<file path="src/rtl/ser_arb_pkg.sv">
// Shared types and width helpers for the serializer arbiter.
package ser_arb_pkg;

  typedef enum logic [1:0] {
    IDLE  = 2'd0,
    LOAD  = 2'd1,
    DRAIN = 2'd2
  } state_e;

  // Width of a requester ID; never narrower than one bit.
  function automatic int unsigned id_w(input int unsigned n);
    return (n > 1) ? unsigned'($clog2(n)) : 1;
  endfunction

  // Width of the beat counter: holds FROM/TO-1 with one bit of headroom.
  function automatic int unsigned cnt_w(input int unsigned from, input int unsigned to);
    return unsigned'($clog2(from / to)) + 1;
  endfunction

endpackage

</file>
<file path="src/rtl/rr_pick.sv">
// Combinational round-robin picker: first set request at or after ptr, wrapping.
module rr_pick #(
  parameter int unsigned N  = 4,
  parameter int unsigned IW = 2
) (
  input  logic [N-1:0]  req,
  input  logic [IW-1:0] ptr,
  output logic [N-1:0]  gnt,
  output logic [IW-1:0] idx,
  output logic          found
);

  int unsigned k;

  // Scan requesters starting at ptr; the first hit wins.
  always_comb begin
    gnt   = '0;
    idx   = '0;
    found = 1'b0;
    k     = 0;
    for (int unsigned i = 0; i < N; i++) begin
      k = (32'(ptr) + i) % N;
      if (!found && req[IW'(k)]) begin
        found          = 1'b1;
        gnt[IW'(k)]    = 1'b1;
        idx            = IW'(k);
      end
    end
  end

endmodule

</file>
<file path="src/rtl/serializer_arbiter.sv">
// Serializer arbiter: round-robin share of one shift serializer among NREQ requesters.
// Optional feature macro SER_ARB_LOCK_EN adds lock_i so the last owner can keep the serializer.
module serializer_arbiter
  import ser_arb_pkg::*;
#(
  parameter int unsigned NREQ = 4,
  parameter int unsigned FROM = 8,
  parameter int unsigned TO   = 2
) (
  input  logic                     clk,
  input  logic                     reset_n,
  input  logic [NREQ-1:0]          req_valid_i,
  input  logic [NREQ*FROM-1:0]     req_data_i,
  output logic [NREQ-1:0]          req_ready_o,
  output logic [FROM-1:0]          ser_data_o,
  output logic                     ser_valid_o,
  input  logic                     ser_ready_i,
  input  logic                     ser_beat_i,
`ifdef SER_ARB_LOCK_EN
  input  logic [NREQ-1:0]          lock_i,
`endif
  output logic [id_w(NREQ)-1:0]    owner_o,
  output logic                     owner_valid_o,
  output logic                     last_beat_o
);

  localparam int unsigned IW    = id_w(NREQ);
  localparam int unsigned BEATS = FROM / TO;
  localparam int unsigned CW    = cnt_w(FROM, TO);

  state_e          state_q, state_d;
  logic [IW-1:0]   rr_ptr_q, rr_ptr_d;
  logic [FROM-1:0] hold_q, hold_d;
  logic [CW-1:0]   cnt_q, cnt_d;
  logic [IW-1:0]   owner_q, owner_d;

  logic [NREQ-1:0] pick_gnt;
  logic [IW-1:0]   pick_idx;
  logic            pick_found;
  logic            lock_hit;
  logic [IW-1:0]   win_idx;
  logic [NREQ-1:0] grant;

  rr_pick #(
    .N  (NREQ),
    .IW (IW)
  ) u_rr_pick (
    .req   (req_valid_i),
    .ptr   (rr_ptr_q),
    .gnt   (pick_gnt),
    .idx   (pick_idx),
    .found (pick_found)
  );

  // Previous owner keeps the serializer while it holds lock and still requests.
`ifdef SER_ARB_LOCK_EN
  assign lock_hit = lock_i[owner_q] & req_valid_i[owner_q];
`else
  assign lock_hit = 1'b0;
`endif

  // Next-state, grant and strobe decode.
  always_comb begin
    state_d     = state_q;
    rr_ptr_d    = rr_ptr_q;
    hold_d      = hold_q;
    cnt_d       = cnt_q;
    owner_d     = owner_q;
    grant       = '0;
    win_idx     = lock_hit ? owner_q : pick_idx;
    ser_valid_o = 1'b0;
    last_beat_o = 1'b0;
    unique case (state_q)
      IDLE: begin
        if (reset_n && ser_ready_i && pick_found) begin
          if (lock_hit) begin
            grant[owner_q] = 1'b1;
          end else begin
            grant    = pick_gnt;
            rr_ptr_d = (pick_idx == IW'(NREQ - 1)) ? '0 : pick_idx + IW'(1);
          end
          hold_d  = req_data_i[32'(win_idx) * FROM +: FROM];
          owner_d = win_idx;
          state_d = LOAD;
        end
      end
      LOAD: begin
        ser_valid_o = 1'b1;
        cnt_d       = CW'(BEATS - 1);
        state_d     = DRAIN;
      end
      DRAIN: begin
        if (ser_beat_i) begin
          if (cnt_q == '0) begin
            last_beat_o = 1'b1;
            state_d     = IDLE;
          end else begin
            cnt_d = cnt_q - CW'(1);
          end
        end
      end
      default: state_d = IDLE;
    endcase
  end

  // State and datapath registers.
  always_ff @(posedge clk or negedge reset_n) begin
    if (!reset_n) begin
      state_q  <= IDLE;
      rr_ptr_q <= '0;
      hold_q   <= '0;
      cnt_q    <= '0;
      owner_q  <= '0;
    end else begin
      state_q  <= state_d;
      rr_ptr_q <= rr_ptr_d;
      hold_q   <= hold_d;
      cnt_q    <= cnt_d;
      owner_q  <= owner_d;
    end
  end

  assign req_ready_o   = grant;
  assign ser_data_o    = hold_q;
  assign owner_o       = owner_q;
  assign owner_valid_o = (state_q != IDLE);

endmodule

</file>
<file path="config.mk">
export PLATFORM = sky130hd
export DESIGN_NAME = serializer_arbiter
export DESIGN_NICKNAME = d
export VERILOG_FILES = /design/src/rtl/ser_arb_pkg.sv /design/src/rtl/rr_pick.sv /design/src/rtl/serializer_arbiter.sv
export SDC_FILE = /design/constraint.sdc
export NUM_CORES = 1
export LEC_CHECK = 0
export CAP_MARGIN = 5
export CORE_ASPECT_RATIO = 1.75
export CORE_UTILIZATION = 45
export CTS_BUF_LIST = sky130_fd_sc_hd__clkbuf_4 sky130_fd_sc_hd__clkbuf_8
export CTS_CLUSTER_DIAMETER = 40
export DETAILED_ROUTE_END_ITERATION = 8
export DONT_BUFFER_PORTS = 1
export PLACE_DENSITY_LB_ADDON = 0.05
export SLEW_MARGIN = 10
export SYNTH_ARGS = -nofsm -noshare
export SYNTH_HDL_FRONTEND = slang
export SYNTH_SLANG_ARGS = --single-unit
export TNS_END_PERCENT = 100
</file>
<file path="constraint.sdc">
create_clock -name clk -period 3.5 [get_ports clk]
set_input_delay 0.7 -clock clk [delete_from_list [all_inputs] [get_ports clk]]
set_output_delay 0.7 -clock clk [all_outputs]
set_load 0.03 [all_outputs]
</file>
==> results_dict.tcl, run 1 <==
set metrics [dict create \
    cpPeakStageDelay_ns 0.74 \
    rsz0062_at_grt "no" \
    die-width_um 48.9 \
    post-route-period-util_pct 91.7 \
    hold_viol_final 0 \
    hold_class "in -> async" \
    coreArea_um2 3660 \
    yosysMostFrequentCell "o22ai_1" \
    n_antenna_cell 0 \
    avgSynthCellArea_um2 9.03 \
    grt_overflow_total 0 \
    cts_sinks 17 \
    ys_types 44 \
    synth_compound_area_share_pct 31.2 \
    syn_nets 242 \
    grt_pass1_wl_um 7190 \
    clk_latency_ns 0.25 \
    dp_hpwl_um 3140 \
    p_leak_nw 0.796 \
    multiInputGateArea_um2 1170 \
    vdd_drop_max_mv 0.464 \
    critPathCaptureType "output port" \
    synth_edf_count 0 \
    ant_nets 0 \
    totalWireLength_um 4250 \
    met2_usage_pct 38.3 \
    synth_adder_area_share_pct 7.22 \
    cts_tree "yes" \
    design.die.area_um2 4110 \
    critPathLaunch "rr_ptr_q[0]" \
    status "finished, final reports clean" \
    ys_seq_area_share_pct 24.5 \
    placed_area_um2 1750 \
    yosys_register_bits 17 \
    vias_per_cell 6.64 \
    gp_congestion 0.740 \
    required_ns 2.80 \
    maxCapViolations 0 \
    synthTopCellsByCount "o22ai_1, mux2i_1, dfrtp_1" \
    r2r_start "rr_ptr_q[0]" \
    antenna_found_initial 0 \
    syn_inst 192 \
    portBuffers 0 \
    synth.area.top_cells "dfrtp_1, mux2i_1, o22ai_1" \
    slew_headroom_pct 34.7 \
    nNetsFinal 239 \
    first_pass_iters 4 \
    crit_buf_inv 2 \
    drtIter0Drc 38 \
    synthMuxAreaShare_pct 17.7 \
    worst_path_max_delay_cell "mux4_1" \
    drc 0 \
    use_met1_pct 25.6 \
    cts_hold_buffers 0 \
    critPathKind "reg -> out" \
    final.min_clock_period_ns 3.21 \
    syn_to_final_growth_pct 3.68 \
    crit_path_start_kind "flop" \
    numCtsBuffers 3 \
    grt_use_met3_pct 4.19 \
    finClkSkew_ns 0.000608 \
    synthSimpleGateAreaFrac_pct 11.5 \
    grt_pass1_vias 1551 \
    via_count 1553 \
    cts.clk_slew.worst_paths_ns 0.07 \
    drv_slew 0 \
    arrival_ns 2.51 \
    setup_violations 0 \
    r2r_setup_slack_ns 0.46 \
    final_area_um2 1800 \
    worstPathMaxFanout 32 \
    ff_latch_area_um2 425 \
    powerDensity_nw_per_um2 893 \
    synthXorXnorAreaFrac_pct 0 \
    root_buffer "clkbuf_8" \
    clockBufferDepth 2 \
    tns_ns 0 \
    synth_top_area_share_pct 24.5 \
    fill_cells 372 \
    synth_area_um2 1730 \
    synth_top_family_by_area "compound AO/OA/AOI/OAI gates" \
    initial_utilization_pct 47.3 \
    worst_slew_pin_slew_ns 0.977 \
    grt_use_total_pct 22.0 \
    grt-busiest-layer "met2" \
    die_height_um 84.1 \
    ys_warn_count 0 \
    clock.fmax_mhz 311 \
    crit_family "multiplexers" \
    io_pins 57 \
    drt-wirelength-per-cell_um 18.2 \
    grt_max_degree 33 \
    h-tree-depth 1 \
    synth_largest_area_cell "dfrtp_1" \
    ys.flop_type "dfrtp_1" \
    synthArstFlopShare_pct 100 \
    drive_gt1_share_pct 13.3 \
    rows 29 \
    path_cells "buf_4 -> mux4_1 -> nor2b_2 -> a22oi_1 -> nor2_1 -> a221oi_1 -> nor2_1 -> buf_4" \
]
==> what timing repair did <==
action                                  4_1_cts  5_1_grt
buffers inserted                              0        0
endpoints found under the setup margin        0        4
resized for setup                             0        2
==> power by group <==
group | leakage (nW) | switching (W) | internal (W)
combinational | 0.563 | 0.000571 | 0.000426
clock | 0.0255 | 0.0000682 | 0.0000790
sequential | 0.207 | 0.000179 | 0.000281
total | 0.796 | 0.000818 | 0.000786
==> worst paths after layout <==
check,cells past startpoint,endpoint
max,8,req_ready_o[0]
min,0,ser_data_o[3]
max reg2reg,6,ser_data_o[2]
min reg2reg,1,cnt_q[0]
max in group asynchronous,0,rr_ptr_q[1]
min in group clk,1,cnt_q[0]
==> cells by family (layout without fill, tap and decap cells) <==
family                     after synthesis  count (layout)
AOI/OAI and AO/OA                       74              74
and+or+nand+nor                         40              40
muxes                                   26              26
buffers and inverters                   25              21
DFF                                     17              17
adders and majority gates               10              10
==> per-stage QoR <==
stage,setup WS [ns],utilization (%),total power [W],hold slack [ns],instances
6_report,0.289,49.0,0.00160,0.135,234
5_1_grt,0.0720,49.0,0.00174,0.116,234
4_1_cts,0.179,49.0,0.00161,0.128,234
3_5_place_dp,0.480,47.7,0.00146,0.405,230
3_3_place_gp,0.532,47.7,0.00142,0.405,230
2_1_floorplan,0.357,-,0.00133,0.404,192
==> state kept, by name, indices dropped and copies added (netlist names) <==
name,cells
cnt_q,3
owner_o,2
rr_ptr_q,2
ser_data_o,8
state_q,2
==> placed cells by master (no fill, tap or decap), types with 2 or more instances in the layout <==
cell type  count
o22ai_1       21
mux2i_1       19
dfrtp_1       17
a211oi_1      16
nor2_1        15
ha_1          10
nand2_1        9
inv_1          8
a211o_1        8
buf_4          8
a22oi_1        4
a221oi_1       4
mux2_2         4
a21oi_1        4
nor3_1         3
nand3_1        3
o21ai_0        3
clkbuf_8       3
nand2b_1       2
o21ai_1        2
mux4_2         2
o22a_1         2
==> layer usage <==
| layer | vias to the layer above | share of wire, % | routed length (um) |
|---|---|---|---|
| met1 | 737 | 42 | 1780 |
| li1 | 740 | - | - |
| met4 | 0 | 1.5 | 63 |
| met2 | 69 | 50 | 2110 |
| met3 | 7 | 7.0 | 297 |
| met5 | - | 0 | 0 |
==> cell type report <==
type	count	area share, %
multi-input cells	150	65.3
flip-flops and latches	17	23.7
repair buffers	8	3.34
well taps	46	3.20
clock buffers	3	2.30
inverters	9	1.88
clock inverters	1	0.279
(Power assumes the default switching activity.)
==> inputs of run 2 (changes only) <==
- ABC_AREA: default -> 1
- HOLD_SLACK_MARGIN: default -> 0.08
- SKIP_LAST_GASP: default -> 1
==> run 2 against run 1 <==
Compared with the run above:
- via count down 2.9%
- cell area fell by 4.5%
- sequential share of layout area grew 1.1 points
- non-clock buffer count down 6
- clock skew up 0.0012 ns
- utilization grew 0.97 points
- routed wire length down 12%
- combinational power rose by 15%
==> results_dict.tcl, run 2 <==
set metrics [dict create \
    clock.fmax_mhz 310 \
    status "finished, final reports clean" \
    synth_largest_area_cell "dfrtp_1" \
    hold_viol_final 0 \
    layout_commonest_cell "nand2_1" \
    initial_utilization_pct 47.4 \
    pre_cts_slack_ns 0.555 \
    drive_gt1_share_pct 13.2 \
    synthArstFlopShare_pct 100 \
    grt_pass1_vias 1513 \
    final.min_clock_period_ns 3.22 \
    drtIter0Drc 39 \
    drv_slew 0 \
    vdd_drop_max_mv 0.688 \
    rows 28 \
    clk_latency_ns 0.25 \
    post-route-util_pct 50.0 \
    io_pins 57 \
    root_buffer "clkbuf_8" \
    ant_nets 0 \
    critPathKind "reg -> out" \
    postCtsSetupBuffers 0 \
    design.die.area_um2 3870 \
    syn_to_final_growth_pct 5.38 \
    synth_area_um2 1630 \
    avgSynthCellArea_um2 6.39 \
    syn_nets 305 \
    first_pass_iters 6 \
    largest_reg_flops 8 \
    powerDensity_nw_per_um2 1040 \
    synthSimpleGateAreaFrac_pct 42.8 \
    ys.flop_type "dfrtp_1" \
    fill_cells 399 \
    portBuffers 0 \
    ys_types 26 \
    r2r_setup_slack_ns 0.88 \
    synth_top_area_share_pct 26.1 \
    h-tree-depth 1 \
    nNetsFinal 308 \
    vias_per_cell 4.99 \
    worstPathMaxFanout 9 \
    arrival_ns 2.52 \
    synth.area.top_cells "dfrtp_1, nand2_1, inv_1" \
    antenna_found_initial 0 \
    ys_warn_count 0 \
    layout_setup_ws_ns 0.278 \
    layout_common_cells "nand2_1, inv_1, nand3_1, dfrtp_1, o21ai_0" \
    synthTopCellsByCount "nand2_1, inv_1, nand3_1" \
    dp_cells 298 \
    via_count 1508 \
    hold_class "in -> async" \
    coreArea_um2 3430 \
    drc 0 \
    critPathCaptureType "output port" \
    grt_pass1_wl_um 6190 \
    synth_compound_area_share_pct 8.06 \
    tns_ns 0 \
    maxCapViolations 0 \
    placed_area_um2 1670 \
    final-instance-count-excl-fill 302 \
    grt_overflow_total 0 \
    cts_hold_buffers 0 \
    synthXorXnorAreaFrac_pct 0 \
    cts_tree "yes" \
    synth_adder_area_share_pct 7.68 \
    p_leak_nw 1.00 \
    synthMuxAreaShare_pct 0 \
    grt_max_degree 25 \
    drt-wirelength-per-cell_um 12.4 \
    crit_path_start_kind "flop" \
    die-width_um 47.5 \
    n_antenna_cell 0 \
    synth_top_family_by_area "simple AND/OR/NAND/NOR gates" \
    gp_congestion 0.717 \
    numCtsBuffers 3 \
    worst_slew_pin_slew_ns 0.589 \
    cts.clk_slew.worst_paths_ns 0.06 \
    yosys_register_bits 17 \
    post-route-period-util_pct 92.1 \
    cts_resized 0 \
    finClkSkew_ns 0.00181 \
    final_area_um2 1720 \
    dp_hpwl_um 3070 \
    die_height_um 81.6 \
    totalWireLength_um 3730 \
    rsz0062_at_grt "no" \
    synth_edf_count 0 \
    clockBufferDepth 2 \
    ys_seq_area_share_pct 26.1 \
    syn_inst 255 \
    slew_headroom_pct 60.6 \
    required_ns 2.80 \
    setup_violations 0 \
    cts_sinks 17 \
    grt_use_total_pct 22.4 \
    yosysMostFrequentCell "nand2_1" \
]
-- run 2: stage by stage --
step,total power (W),hold slack [ns]
3_5_place_dp,0.00166,0.405
6_report,0.00179,0.142
3_3_place_gp,0.00166,0.405
5_1_grt,0.00202,0.129
4_1_cts,0.00182,0.135
2_1_floorplan,0.00147,0.404
-- run 2: final timing paths --
check	cells after the start	startpoint	endpoint
min in group clk	1	cnt_q[0]	cnt_q[0]
max reg2reg	11	rr_ptr_q[0]	ser_data_o[1]
min	0	reset_n	owner_o[1]
min reg2reg	1	cnt_q[0]	cnt_q[0]
max in group asynchronous	0	reset_n	owner_o[0]
max	12	rr_ptr_q[1]	req_ready_o[2]
-- run 2: logic make-up (layout without fill, tap and decap cells) --
group | after synthesis | in the layout
AND/OR/NAND/NOR | 143 | 143
buffers and inverters | 60 | 62
AO/OA/AOI/OAI | 25 | 25
flip-flops | 17 | 17
adder cells (fa/ha/maj) | 10 | 10
-- run 2: layer usage --
metal	track usage [%]	wire length (um)	vias up
li1	-	-	786
met1	21.1	1340	680
met2	44.7	2180	36
met3	2.20	124	6
met4	8.57	78	0
met5	0	0	-
-- run 2: final cells by class --
type | instances | area, um^2 | share of cell area, %
tap | 45 | 56.3 | 3.28
multi-input combinational | 178 | 953 | 55.5
sequential | 17 | 425 | 24.8
inverter | 56 | 218 | 12.7
clock buffer | 4 | 48.8 | 2.84
timing repair buffer | 2 | 15.0 | 0.875
-- run 2: worst max-delay path, stage by stage (launching register included) --
cell and delay, ns:
dfrtp_1 0.54, inv_1 0.26, ha_1 0.39, inv_1 0.09, nand3_2 0.09, nand2_4 0.08
nor2_2 0.14, inv_1 0.09, o21ai_0 0.19, a21oi_1 0.05, o21ai_0 0.08, nand2_1 0.07
inv_1 0.21
-- run 2: report_power, final --
part | switching (W) | internal, W | leakage [nW] | total [W]
clock | 0.0000626 | 0.0000884 | 0.0262 | 0.000151
combinational | 0.000780 | 0.000372 | 0.767 | 0.00115
sequential | 0.000206 | 0.000285 | 0.209 | 0.000491
